$ cat src/rtl/spi_axi_phy.sv
// SPI mode-0 slave front-end: pin synchronizers, SCK edge detect, MSB-first
// byte deserializer with valid strobe, and MISO serializer fed by the controller.
module spi_axi_phy #(
  parameter int SYNC_STAGES = 2
) (
  input  logic       clk,
  input  logic       rst,
  input  logic       spi_sck,
  input  logic       spi_ss_n,
  input  logic       spi_mosi,
  output logic       spi_miso,
  output logic       spi_miso_t,
  output logic       spi_rx_ss,
  output logic       spi_rx_first,
  output logic [7:0] spi_rx_byte,
  output logic [2:0] spi_rx_bitcnt,
  output logic       spi_rx_valid,
  input  logic [7:0] spi_tx_data,
  output logic       spi_tx_load
);

  typedef enum logic {
    IDLE   = 1'b0,
    ACTIVE = 1'b1
  } state_t;

  state_t state_q, state_d;

  logic [SYNC_STAGES-1:0] sck_sync, ss_sync, mosi_sync, fill_sync;
  logic                   sck_prev;
  logic                   sck_s, ss_s, mosi_s;
  logic                   sck_rise, sck_fall;
  logic                   armed;
  logic                   enter, leave, active_stay;

  logic [2:0] bitcnt;
  logic       first_flag;
  logic       byte_done;
  logic [7:0] rx_shift;
  logic [6:0] tx_shift;

  // Stage: pin synchronizers; fill_sync marks when the preset values have flushed
  always_ff @(posedge clk) begin
    if (rst) begin
      sck_sync  <= '0;
      ss_sync   <= '1;
      mosi_sync <= '0;
      fill_sync <= '0;
      sck_prev  <= 1'b0;
    end else begin
      sck_sync  <= {sck_sync[SYNC_STAGES-2:0], spi_sck};
      ss_sync   <= {ss_sync[SYNC_STAGES-2:0], spi_ss_n};
      mosi_sync <= {mosi_sync[SYNC_STAGES-2:0], spi_mosi};
      fill_sync <= {fill_sync[SYNC_STAGES-2:0], 1'b1};
      sck_prev  <= sck_s;
    end
  end

  assign sck_s    = sck_sync[SYNC_STAGES-1];
  assign ss_s     = ss_sync[SYNC_STAGES-1];
  assign mosi_s   = mosi_sync[SYNC_STAGES-1];
  assign sck_rise = sck_s & ~sck_prev;
  assign sck_fall = ~sck_s & sck_prev;

  // A select is only honoured after a genuine deselect has been observed, so a
  // reset in the middle of a frame cannot resume on a half-finished transfer.
  always_ff @(posedge clk) begin
    if (rst) begin
      armed <= 1'b0;
    end else if (fill_sync[SYNC_STAGES-1] && ss_s) begin
      armed <= 1'b1;
    end
  end

  always_ff @(posedge clk) begin
    if (rst) begin
      state_q <= IDLE;
    end else begin
      state_q <= state_d;
    end
  end

  always_comb begin
    state_d     = state_q;
    enter       = 1'b0;
    leave       = 1'b0;
    active_stay = 1'b0;
    case (state_q)
      IDLE: begin
        if (armed && !ss_s) begin
          state_d = ACTIVE;
          enter   = 1'b1;
        end
      end
      ACTIVE: begin
        if (ss_s) begin
          state_d = IDLE;
          leave   = 1'b1;
        end else begin
          active_stay = 1'b1;
        end
      end
      default: state_d = IDLE;
    endcase
  end

  // Stage: shift registers (data only)
  always_ff @(posedge clk) begin
    if (active_stay && sck_rise) begin
      rx_shift <= {rx_shift[6:0], mosi_s};
    end
    if (enter) begin
      tx_shift <= spi_tx_data[6:0];
    end else if (active_stay && sck_fall) begin
      tx_shift <= (bitcnt == 3'd0) ? spi_tx_data[6:0] : {tx_shift[5:0], 1'b0};
    end
  end

  // Stage: bit counting, byte strobe and MISO drive
  always_ff @(posedge clk) begin
    if (rst) begin
      bitcnt       <= 3'd0;
      first_flag   <= 1'b0;
      byte_done    <= 1'b0;
      spi_rx_valid <= 1'b0;
      spi_rx_byte  <= 8'h00;
      spi_rx_first <= 1'b0;
      spi_tx_load  <= 1'b0;
      spi_miso     <= 1'b0;
      spi_miso_t   <= 1'b1;
      spi_rx_ss    <= 1'b1;
    end else begin
      spi_rx_valid <= 1'b0;
      spi_tx_load  <= 1'b0;
      byte_done    <= 1'b0;
      spi_rx_ss    <= (state_d == IDLE);

      if (byte_done) begin
        spi_rx_valid <= 1'b1;
        spi_rx_byte  <= rx_shift;
        spi_rx_first <= first_flag;
        first_flag   <= 1'b0;
      end

      if (enter) begin
        bitcnt      <= 3'd0;
        first_flag  <= 1'b1;
        spi_tx_load <= 1'b1;
        spi_miso    <= spi_tx_data[7];
        spi_miso_t  <= 1'b0;
      end else if (leave) begin
        bitcnt     <= 3'd0;
        spi_miso   <= 1'b0;
        spi_miso_t <= 1'b1;
      end else if (active_stay) begin
        if (sck_rise) begin
          bitcnt    <= bitcnt + 3'd1;
          byte_done <= (bitcnt == 3'd7);
        end
        // bitcnt of zero on a falling edge means the previous byte just completed
        if (sck_fall) begin
          if (bitcnt != 3'd0) begin
            spi_miso <= tx_shift[6];
          end else begin
            spi_tx_load <= 1'b1;
            spi_miso    <= spi_tx_data[7];
          end
        end
      end
    end
  end

  assign spi_rx_bitcnt = bitcnt;

endmodule

$ cat config.mk
export PLATFORM = sky130hd
export DESIGN_NAME = spi_axi_phy
export DESIGN_NICKNAME = d
export VERILOG_FILES = /design/src/rtl/spi_axi_phy.sv
export SDC_FILE = /design/constraint.sdc
export NUM_CORES = 1
export LEC_CHECK = 0
export BUFFER_PORTS_ARGS = -buffer_cell sky130_fd_sc_hd__buf_2
export CAP_MARGIN = 20
export CORE_AREA = 2 2 55 108
export CTS_CLUSTER_DIAMETER = 150
export CTS_CLUSTER_SIZE = 10
export DETAILED_ROUTE_END_ITERATION = 8
export DIE_AREA = 0 0 57 110
export HOLD_SLACK_MARGIN = 0.05
export REMOVE_ABC_BUFFERS = 1
export SLEW_MARGIN = 25
export SYNTH_ARGS = -nofsm -noshare
export SYNTH_HDL_FRONTEND = slang
export SYNTH_SLANG_ARGS = --single-unit
$ cat constraint.sdc
create_clock -name clk -period 1.5 [get_ports clk]
set_input_delay 0.15 -clock clk [delete_from_list [all_inputs] [get_ports clk]]
set_output_delay 0.15 -clock clk [all_outputs]
set_load 0.02 [all_outputs]
Yosys cells after proc, flatten, opt, wreduce, memory -nomap -nowiden
Index checks and enable logic that the tools add are counted.

Add/subtract/negate cells: 1. Magnitude comparators: 0. Muxes and demuxes: 26. $mul: 0. Shift operators: 0. Equality and inequality tests: 1. Div/mod/pow operators: 0. Reduce and logical (&&, ||, !) cells: 16. Bitwise operators: 8.

Operator list (count): $mux 1 (22); $mux 7 (3); $reduce_bool 3->1 (3); $not 1->1 (6); $reduce_bool 2->1 (3); $reduce_or 5->1 (1); $logic_and 1x1->1 (4); $reduce_and 2->1 (2); $add 3x1->3 const B (1); $eq 3x3->1 const B (1); $logic_not 3->1 (1); $reduce_or 3->1 (1); $and 1x1->1 (2); $pmux 1 s2 (1); $logic_not 1->1 (1).

Flip-flop bits (word level): 45. Memories: 0. Memory bits (writable): 0. Logic and storage cells: 72. Memory bits (read-only): 0. Input bits: 13. Output and inout port bits: 17. Bits in latches: 0.

Depth between registers and ports, before layout
Gate-level depths: netlist (run 1).

Depth in word-level cells: 6. Mapped depth: 5. Depth with buffers taken out: 5.

Worst setup path before layout (run 1)
No wires, ideal clock.

Path type: register to register. From: register bitcnt[0] (netlist: spi_rx_bitcnt[0]). To: register tx_shift[1], data pin. Setup slack: -0.172 ns. Library setup time: 0.260 ns. Data arrival time: 1.412 ns. Required time: 1.240 ns. Cell stages (with the launch flop): 6. Cell sequence: dfxtp_1 > inv_1 > ha_1 > nor2b_1 > nor2_4 > mux2_2.

Longest elaborated chain between the ends: 4.

Ends and longest elaborated chain: from (decl) (RTL line 36) `logic [2:0] bitcnt;`; from (signal assigned) (RTL line 157) `bitcnt <= bitcnt + 3'd1;`; $logic_not 3->1 (RTL line 115) `tx_shift <= (bitcnt == 3'd0) ? spi_tx_data[6:0] : {tx_shift[5:0], 1'b0};`; $mux 7 (RTL line 115); $mux 7 (RTL line 114) `end else if (active_stay && sck_fall) begin`; $mux 7 (RTL line 112) `if (enter) begin`; to (signal assigned) (RTL line 113) `tx_shift <= spi_tx_data[6:0];`; to (signal assigned) (RTL line 115); to (decl) (RTL line 40) `logic [6:0] tx_shift;`.

Every way passes these cells. The select of a mux whose other input is x is not followed. A chain may end at the register's enable or synchronous reset.

Worst setup path after layout (run 1)
Ends and elaborated chain as after synthesis.

==> results of run 1 <==
## what timing repair did
| action | 4_1_cts | 5_1_grt |
|---|---|---|
| resized for setup | 12 | 2 |
| endpoints found under the setup margin | 6 | 14 |
| hold buffers | 1 | 0 |
| pin swaps | 2 | 2 |
| endpoints found under the hold margin | 1 | 0 |
| setup buffers | 1 | 0 |
## cells in the final DEF (no fill, tap or decap)
cell,count
a21oi_1,4
a31oi_1,1
and3_1,1
and4bb_2,1
buf_12,2
buf_2,29
buf_4,7
clkbuf_1,3
clkbuf_8,5
dfxtp_1,28
dfxtp_2,2
dlygate4sd3_1,1
edfxtp_1,15
ha_1,2
ha_4,1
inv_1,3
inv_2,1
mux2_4,6
mux2i_1,11
nand2_1,1
nand2b_1,1
nand3b_1,1
nor2_1,14
nor2_4,1
nor2b_1,8
nor2b_4,1
nor3b_2,1
nor3b_4,1
nor4bb_2,1
o21a_1,1
o21ai_0,2
o31ai_1,1
or2_1,1
or2_2,2
or3b_2,1
xnor2_1,1
## registers in the layout, indices dropped and copies added, names as in the netlist, 2 cells and up
| register | cells |
|---|---|
| rx_shift | 8 |
| spi_rx_byte | 8 |
| tx_shift | 7 |
| spi_rx_bitcnt | 3 |
| fill_sync | 2 |
| mosi_sync | 2 |
| sck_sync | 2 |
| ss_sync | 2 |
## worst paths after layout
check | start | end | slack [ps] | depth (start not counted)
worst max-delay path | spi_rx_bitcnt[0] | tx_shift[1] | 50 | 5
worst min-delay path | spi_mosi | mosi_sync[0] | 70 | 2
worst max register to register | spi_rx_bitcnt[0] | tx_shift[1] | 50 | 5
worst min register to register | mosi_sync[1] | rx_shift[0] | 410 | 0
## metrics by stage
stage,setup TNS [ps],instances
3_5_place_dp,-75.56,212
2_1_floorplan,-1029,115
4_1_cts,0,222
5_1_grt,-71.76,222
3_3_place_gp,0,212
6_report,0,222
## cell type report
class	instances	area share
clock buffer	8	0.03963
multi-input combinational	66	0.2718
sequential	45	0.5214
tap	60	0.03715
inverter	4	0.007430
timing repair buffer	39	0.1226
## metal layers
metal  vias to the layer above  global-route usage  routed length [um]
met5                         -                   0                   0
met1                       447              0.1007                1041
met3                         4             0.03151                 132
met2                        25              0.1700                1424
li1                        488                   -                   -
met4                         0             0.04983                  51
## worst reg2reg max path: stages (launching register included)
cell and delay (ps):
dfxtp_2 340, inv_2 40, ha_4 140, nor2b_4 130
nor2_4 230, mux2_4 330
## power by group through the flow
stage	Sequential, uW	Combinational [uW]	Clock [uW]
finish	1280	69.0	700
global route	1280	77.9	781
CTS	1280	70.7	751
detailed placement	1310	63.7	0
global placement	1310	61.8	0
floorplan	1310	27.6	0
## cell families after synthesis
kind of cell	Yosys count
simple gates	36
buf+inv	8
flops	45
xor+xnor	1
mux	17
compound gates	9
fa+ha+maj	3
==> results.md, run 1 <==
* EDFF count, synth at 15
* CP max stage delay at 340 ps
* Row Count at 38
* Pre-CTS setup slack at -15.59 ps
* WS Path Type: flip-flop to flip-flop
* Delay-heaviest family, CP: simple AND/OR/NAND/NOR gates
* Sequential fraction of the synthesis area at 0.6609
* Post-route cell area at around 2000 um2
* Final Util at 0.3728
* Max-cap violations at 0
* Cell internal pwr at ~1600 uW
* Dominant cells by area after synthesis: dfxtp_1, edfxtp_1, mux2i_1
* Core Region at roughly 5400 um2
* Fillers at between 500 and 600
* Detail Placement HPWL at between 1.5 and 2 mm
* Share of layout cells above drive strength 1 at 0.3827
* Minimum clock period at 1455 ps
* Clock root cell: clkbuf_8
* Placer congestion estimate at between 0.6 and 0.7
* Sequential share of power at 0.624
* RSZ-0062 raised after global routing: yes
* Top cell type's share of synthesized area at 0.3777
* Area of the multi-input gates at 549.3 um2
* Status: complete, no violations
* Startpoint types: flip-flop
* DIE WIDTH at about 57 um
* Worst Path Max Fanout at 7
* Most frequent cells after synthesis: dfxtp_1, edfxtp_1, nor2_1
* Ys Warns at 0
* Crit path DAT at 1500 ps
* F_max at approximately 0.7 GHz
* Starting Density at 0.2934
* Multiplexer share of the synthesized area at 0.1117
* Compound-Gate Fraction of Synth Area at 0.03226
* Post-DP Area at 1872 um2
* XOR/XNOR Fraction of Synth Area at 0.005507
* Antenna Nets Post-Route at 0
* Synthesized area at ~1600 um2
* WP buf/inv at 1
* H-tree depth at 2
* Routed vias/inst at 4.342
* Post-synthesis async set-or-reset flop share at 0
* I/O Pins at 30
* Initial antenna violation count at 0
* Final period util at 0.9699
* Remaining DRCs at 0
* Slew Limit Fails at 0
* Largest net degree at the start of global routing at 25
* Clock slew at reported path FFs at 80 ps
* TritonCTS clock tree: built
* Main combinational cell family by area after synthesis: simple AND/OR/NAND/NOR gates
* DR WL/cell at 11.94 um
* Most common cell in the netlist: dfxtp_1
* #FFs+latches synth at 45
* Clock power share at 0.342
* Worst Max-Slew Pin Slew at approximately 430 ps
* Sw frac at 0.1987
* Total global routing overflow at 0
* Worst-Skew Late Latency at between 200 and 300 ps
* Largest area contributor in the netlist: dfxtp_1
* CTS buffer count at 5
* Final Power at a little over 2000 uW
* Area Overhead vs Synth at 27.07%
* Port bufs at 29
* Max IR drop VDD at between 0.6 and 0.7 mV
* Logic pwr share at 0.034
* Post-Syn Instances at 119
* Layout net count at roughly 180
* Vias at 964
* Vias in the first global route at 984
* Router iterations before antenna repair at 3
* Setup Skew at roughly 5.6 ps
* CP max-delay cell: dfxtp_2
* Synth Area in Adders at 0.02360
* Syn avg cell area at approximately 13 um2
* DRT iter0 DRCs at 7
* GRT Total Usage at 0.09664
* HP Class: input port to flip-flop
* Main flop type after synthesis: dfxtp_1
* Clock tree sinks at between 40 and 50
* First-pass GRT wire length at 4.574 mm
* Critical path capture point type: flip-flop
* Power per Cell Area at ~1000 nW/um2
* # setup viols final at 0
* Final Hold Viols at 0
* Relative slew slack at 0.7160
* Seq. cell area at 1054 um2
* Synth cell types at 29
* Antenna Cells at 0
* Crit path cell chain: inv_2 > ha_4 > nor2b_4 > nor2_4 > mux2_4
* LEAKAGE at approximately 0.00081 uW
* Clock Tree Buf Depth at 2
* Switching power at 407.1 uW
* Die H at around 110 um
* Final hold slack at a little over 70 ps
* WL final at between 2 and 3 mm
* Simple-gate share of the synthesized area at 0.1416
* Required @ worst endpoint at 1550 ps
* Die ar. at approximately 6300 um2
* Final Worst Setup Slack at ~45 ps
(Power assumes the default switching activity.)
==> run 2: changes to the inputs <==
--- a/config.mk
+++ b/config.mk
@@ -13,7 +13,6 @@
 export DETAILED_ROUTE_END_ITERATION = 8
 export DIE_AREA = 0 0 57 110
 export HOLD_SLACK_MARGIN = 0.05
-export REMOVE_ABC_BUFFERS = 1
 export SLEW_MARGIN = 25
 export SYNTH_ARGS = -nofsm -noshare
 export SYNTH_HDL_FRONTEND = slang
==> run 2 against run 1 <==
Against the previous run: fmax fell by 0.14%; register-to-register slack barely moved; first-iteration DRC count fell by 29%; critical endpoint unchanged; clock skew barely moved; combinational power rose by 0.6%; non-clock buffer count fell by 1.
==> results.md, run 2 (synthesized netlist as in run 1, its figures left out) <==
* Status: complete, no violations
* Clock slew at reported path FFs at roughly 80 ps
* Placer congestion estimate at roughly 0.65
* Logic pwr share at 0.033
* Final period util at 0.9712
* Post-route cell area at roughly 2000 um2
* Fillers at around 560
* Layout net count at 176
* Vias in the first global route at between 900 and 1000
* H-tree depth at 2
* Die H at 110 um
* Power per Cell Area at 1027 nW/um2
* Final hold slack at between 60 and 70 ps
* Antenna Cells at 0
* Cell depth of the worst hold path at 2
* Worst Max-Slew Pin Slew at between 400 and 500 ps
* WS Path Type: flip-flop to flip-flop
* Detail Placement HPWL at about 1.9 mm
* Critical path capture point type: flip-flop
* Worst min-delay path endpoint: sck_sync[0]
* RSZ-0062 raised after global routing: no
* Flop-to-flop setup slack at 40 ps
* Row Count at 38
* Syn nets at around 140
* Routed vias/inst at 4.489
* Worst Path Max Fanout at 7
* Startpoint types: flip-flop
* DIE WIDTH at roughly 57 um
* # setup viols final at 0
* Post-DP Area at between 1500 and 2000 um2
* Final Hold Viols at 0
* Commonest non-fill, non-tap cell in the layout: buf_2
* Clock root cell: clkbuf_8
* Clock power share at 0.355
* Share of layout cells above drive strength 1 at 0.4099
* Vias at 992
* Router iterations before antenna repair at 2
* Hold_sp: spi_sck
* Crit path DAT at 1510 ps
* Starting Density at 0.2934
* TritonCTS clock tree: built
* LEAKAGE at just over 0.0008 uW
* Worst R2R Start: spi_rx_bitcnt[1]
* Clock Tree Buf Depth at 2
* WL final at 2.746 mm
* Die ar. at ~6300 um2
* Sequential share of power at 0.612
* Final Power at about 2100 uW
* Max-cap violations at 0
* Worst R2R End: tx_shift[1]
* DRT iter0 DRCs at 5
* DR WL/cell at roughly 12 um
* GRT Total Usage at 0.09531
* Reg2reg path depth at 6
* Minimum clock period at around 1500 ps
* Sw frac at 0.2138
* Required @ worst endpoint at 1550 ps
* I/O Pins at 30
* Worst-Skew Late Latency at approximately 300 ps
* Initial antenna violation count at 0
* Largest net degree at the start of global routing at 25
* Commonest non-fill, non-tap cells in the layout: buf_2, dfxtp_1, edfxtp_1
* Switching power at around 450 uW
* Clock tree sinks at 45
* Port bufs at 29
* Final Worst Setup Slack at 43.14 ps
* Remaining DRCs at 0
* Antenna Nets Post-Route at 0
* CTS buffer count at 5
* Top flop regs: rx_shift (8), spi_rx_byte (8), tx_shift (7)
* Slew Limit Fails at 0
* Max IR drop VDD at 0.6810 mV
* Pre-CTS setup slack at -5.610 ps
* Cell internal pwr at between 1500 and 2000 uW
* Area Overhead vs Synth at 27.77%
* Relative slew slack at 0.7114
* Setup Skew at ~5.7 ps
* F_max at roughly 0.69 GHz
* Core Region at between 5000 and 6000 um2
* First-pass GRT wire length at between 4 and 5 mm
* HP Class: input port to flip-flop
* Total global routing overflow at 0
## run 2: cell count changes in the layout (fill, tap and decap cells not counted), sizes merged
cell,delta
inv,+1
dlygate4sd3,+1
buf,-2
clkinv,+1
clkbuf,-2
## run 2: cell type report
class	instances	area [um2]	area share
Sequential cell	45	1062	0.5228
Multi-Input combinational cell	66	549.3	0.2703
Timing Repair Buffer	38	242.7	0.1195
Tap cell	60	75.07	0.03695
Clock buffer	6	72.57	0.03571
Clock inverter	2	15.01	0.007389
Inverter	4	15.01	0.007389
## run 2: stage by stage
| stage | utilization | std cells | TNS (ps) |
|---|---|---|---|
| after floorplan | - | 119 | -145.4 |
| after global placement | 0.3476 | 210 | 0 |
| after detailed placement | 0.3476 | 210 | -15.77 |
| after CTS | 0.3675 | 220 | 0 |
| after global routing | 0.3749 | 221 | 0 |
| final | 0.3749 | 221 | 0 |
## run 2: timing repair
item | in CTS | in global routing
endpoints found under the hold margin | 2 | 0
pin swaps | 1 | 2
hold buffers | 2 | 0
setup endpoints to repair | 6 | 14
buffers inserted | 0 | 1
resized for setup | 0 | 5
## run 2: power groups by stage
stage | clock network (uW) | registers [uW] | logic [uW]
after floorplan | 0 | 1300 | 38.3
after global placement | 0 | 1300 | 63.8
after detailed placement | 0 | 1300 | 66.2
after CTS | 775 | 1280 | 70.3
after global routing | 827 | 1280 | 76.5
final | 741 | 1280 | 69.4
## run 2: per-layer routing
| layer | part of all wire | global-route usage | routed length [um] |
|---|---|---|---|
| met2 | 0.55 | 0.1658 | 1511 |
| met4 | 0.027 | 0.05482 | 73 |
| met5 | 0 | 0 | 0 |
| met3 | 0.043 | 0.03034 | 118 |
| met1 | 0.38 | 0.09888 | 1042 |
## run 2: worst max path at each step
| stage | end | slack [ps] | from |
|---|---|---|---|
| detailed placement | tx_shift[6] | -6 | spi_rx_bitcnt[1] |
| floorplan | tx_shift[1] | -20 | spi_rx_bitcnt[1] |
| CTS | tx_shift[2] | 7 | spi_rx_bitcnt[1] |
| global route | tx_shift[1] | 0.4 | spi_rx_bitcnt[1] |
| global placement | tx_shift[5] | 30 | state_q |
| finish | tx_shift[1] | 40 | spi_rx_bitcnt[1] |
## run 2: worst max-delay path, cell delays in order (launching register included)
cell     delay (ps)
dfxtp_4         350
inv_2            40
ha_4            140
nor2b_4         130
nor2_4          120
buf_12          130
mux2_4          290
==> run 3: changes to the inputs <==
--- a/config.mk
+++ b/config.mk
@@ -13,7 +13,8 @@
 export DETAILED_ROUTE_END_ITERATION = 8
 export DIE_AREA = 0 0 57 110
 export HOLD_SLACK_MARGIN = 0.05
-export SLEW_MARGIN = 25
+export PLACE_DENSITY_LB_ADDON = 0.15
+export SLEW_MARGIN = 10
 export SYNTH_ARGS = -nofsm -noshare
 export SYNTH_HDL_FRONTEND = slang
 export SYNTH_SLANG_ARGS = --single-unit
==> run 3 against run 2 <==
Against the previous run: global-route usage grew 0.059 points; largest power group unchanged; power is 5.2% higher; fmax is 0.33% higher; sequential share of layout area is 0.27 points higher; combinational power down 3.9%; cell area fell by 0.74%; register-to-register slack hardly changed; first-iteration DRC count is 20% lower; sequential power barely moved; highest routed layer unchanged; count of clock-buffer cells in the layout increased by 2.
==> results.md, run 3 (synthesized netlist as in run 1, its figures left out) <==
* Status: complete, no violations
* Clock slew at reported path FFs at approximately 80 ps
* Placer congestion estimate at between 0.6 and 0.7
* Max-cap violations at 0
* Crit path DAT at 1500 ps
* Layout net count at ~170
* Final Hold Viols at 0
* Clock Tree Buf Depth at 2
* Top flop regs: rx_shift (8), spi_rx_byte (8), tx_shift (7)
* Port bufs at 29
* DIE WIDTH at 57 um
* Vias in the first global route at between 900 and 1000
* Share of layout cells above drive strength 1 at 0.3885
* HP Class: input port to flip-flop
* First-pass GRT wire length at 4.567 mm
* Row Count at 38
* Commonest non-fill, non-tap cell in the layout: buf_2
* Area of the multi-input gates at 558.0 um2
* Die ar. at 6270 um2
* Setup TNS Final at 0 ps
* Router iterations before antenna repair at 4
* Final Worst Setup Slack at roughly 48 ps
* Total global routing overflow at 0
* H-tree depth at 2
* Core Region at 5420 um2
* Setup Skew at about 6.9 ps
* Worst min-delay path endpoint: sck_sync[0]
* Clock root cell: clkbuf_8
* Cell depth of the worst hold path at 2
* Vias at 963
* Syn nets at 135
* Clock tree sinks at 45
* Required @ worst endpoint at between 1500 and 2000 ps
* GRT Total Usage at 0.09589
* Power per Cell Area at about 1100 nW/um2
* Pre-CTS setup slack at 5.922 ps
* Remaining DRCs at 0
* Minimum clock period at between 1000 and 1500 ps
* DRT iter0 DRCs at 4
* Startpoint types: flip-flop
* Seq. cell area at between 1000 and 1500 um2
* Fillers at roughly 560
* I/O Pins at 30
* Worst-Skew Late Latency at 290 ps
* DR WL/cell at between 10 and 15 um
* Routed vias/inst at approximately 4.4
* Critical path capture point type: flip-flop
* Antenna Cells at 0
* Commonest non-fill, non-tap cells in the layout: buf_2, dfxtp_1, edfxtp_1
* Non-Filler Instances at around 220
* # setup viols final at 0
* RSZ-0062 raised after global routing: yes
* # placed instances at roughly 210
* CTS buffer count at 5
* F_max at around 0.69 GHz
* Flop-to-flop setup slack at ~48 ps
* Initial antenna violation count at 0
* Hold_sp: spi_sck
* WS Path Type: flip-flop to flip-flop
* Starting Density at 0.2934
* Worst Max-Slew Pin Slew at between 500 and 600 ps
* Antenna Nets Post-Route at 0
* Worst R2R End: tx_shift[4]
* Slew Limit Fails at 0
* Detail Placement HPWL at roughly 2.0 mm
* Postcts setup bufs at 0
* WL final at 2.747 mm
* Max IR drop VDD at ~0.75 mV
* Worst Path Max Fanout at 7
* Area Overhead vs Synth at 26.83%
* TritonCTS clock tree: built
* Die H at between 100 and 150 um
* Worst R2R Start: spi_rx_bitcnt[0]
* LEAKAGE at 0.0008073 uW
* Final period util at 0.9681
* Reg2reg path depth at 5
* Relative slew slack at 0.6120
* Largest net degree at the start of global routing at 25
-- run 3: cell types whose count changed in the layout (fill, tap and decap cells not counted), sizes merged --
cell         change
buf              -3
dlygate4sd3      -1
clkbuf           +2
inv              -1
clkinv           -1
-- run 3: where the power goes --
part	internal (uW)	switching (uW)	total, uW
Combinational	39.1	27.5	66.7
Clock	476	375	851
Sequential	1270	10.4	1280
-- run 3: timing repair --
item,CTS,global route
hold buffers,1,0
gates resized for setup,1,3
endpoints found under the setup margin,12,13
hold endpoints to repair,1,0
pin swaps,1,0
-- run 3: per-stage QoR --
stage	hold WS [ps]	cell area (um2)	util	total power, uW
after floorplan	221.6	1630	-	1342
after global placement	333.5	1869	0.3449	1369
after detailed placement	342.5	1869	0.3449	1370
after CTS	55.12	1997	0.3684	2244
after global routing	79.84	2017	0.3721	2295
final	67.53	2017	0.3721	2195
-- run 3: worst max-delay path, stage by stage (launching register included) --
cell and delay [ps]:
dfxtp_4 350, inv_2 40, ha_4 140, nor2b_4 130
nor2_4 230, mux2_4 320
-- run 3: area by class of cell --
type / instances / area share
timing repair buffer: 34 / 0.09802
sequential: 45 / 0.5254
tap: 60 / 0.03722
multi-input combinational: 66 / 0.2767
inverter: 4 / 0.007444
clock buffer: 8 / 0.05521
-- run 3: how the worst max path moves through the flow --
stage / from / endpoint / cells past startpoint
final: spi_rx_bitcnt[0] / tx_shift[4] / 5
after CTS: ss_sync[1] / tx_shift[4] / 3
after floorplan: spi_rx_bitcnt[1] / tx_shift[1] / 5
after detailed placement: spi_rx_bitcnt[1] / tx_shift[3] / 5
after global routing: spi_rx_bitcnt[0] / tx_shift[1] / 5
after global placement: ss_sync[1] / tx_shift[6] / 3
-- run 3: per-layer routing --
layer	up-vias	track usage	wire [um]
met4	0	0.04485	64
met1	454	0.1014	1122
li1	479	-	-
met5	-	0	0
met3	5	0.03034	139
met2	25	0.1700	1421
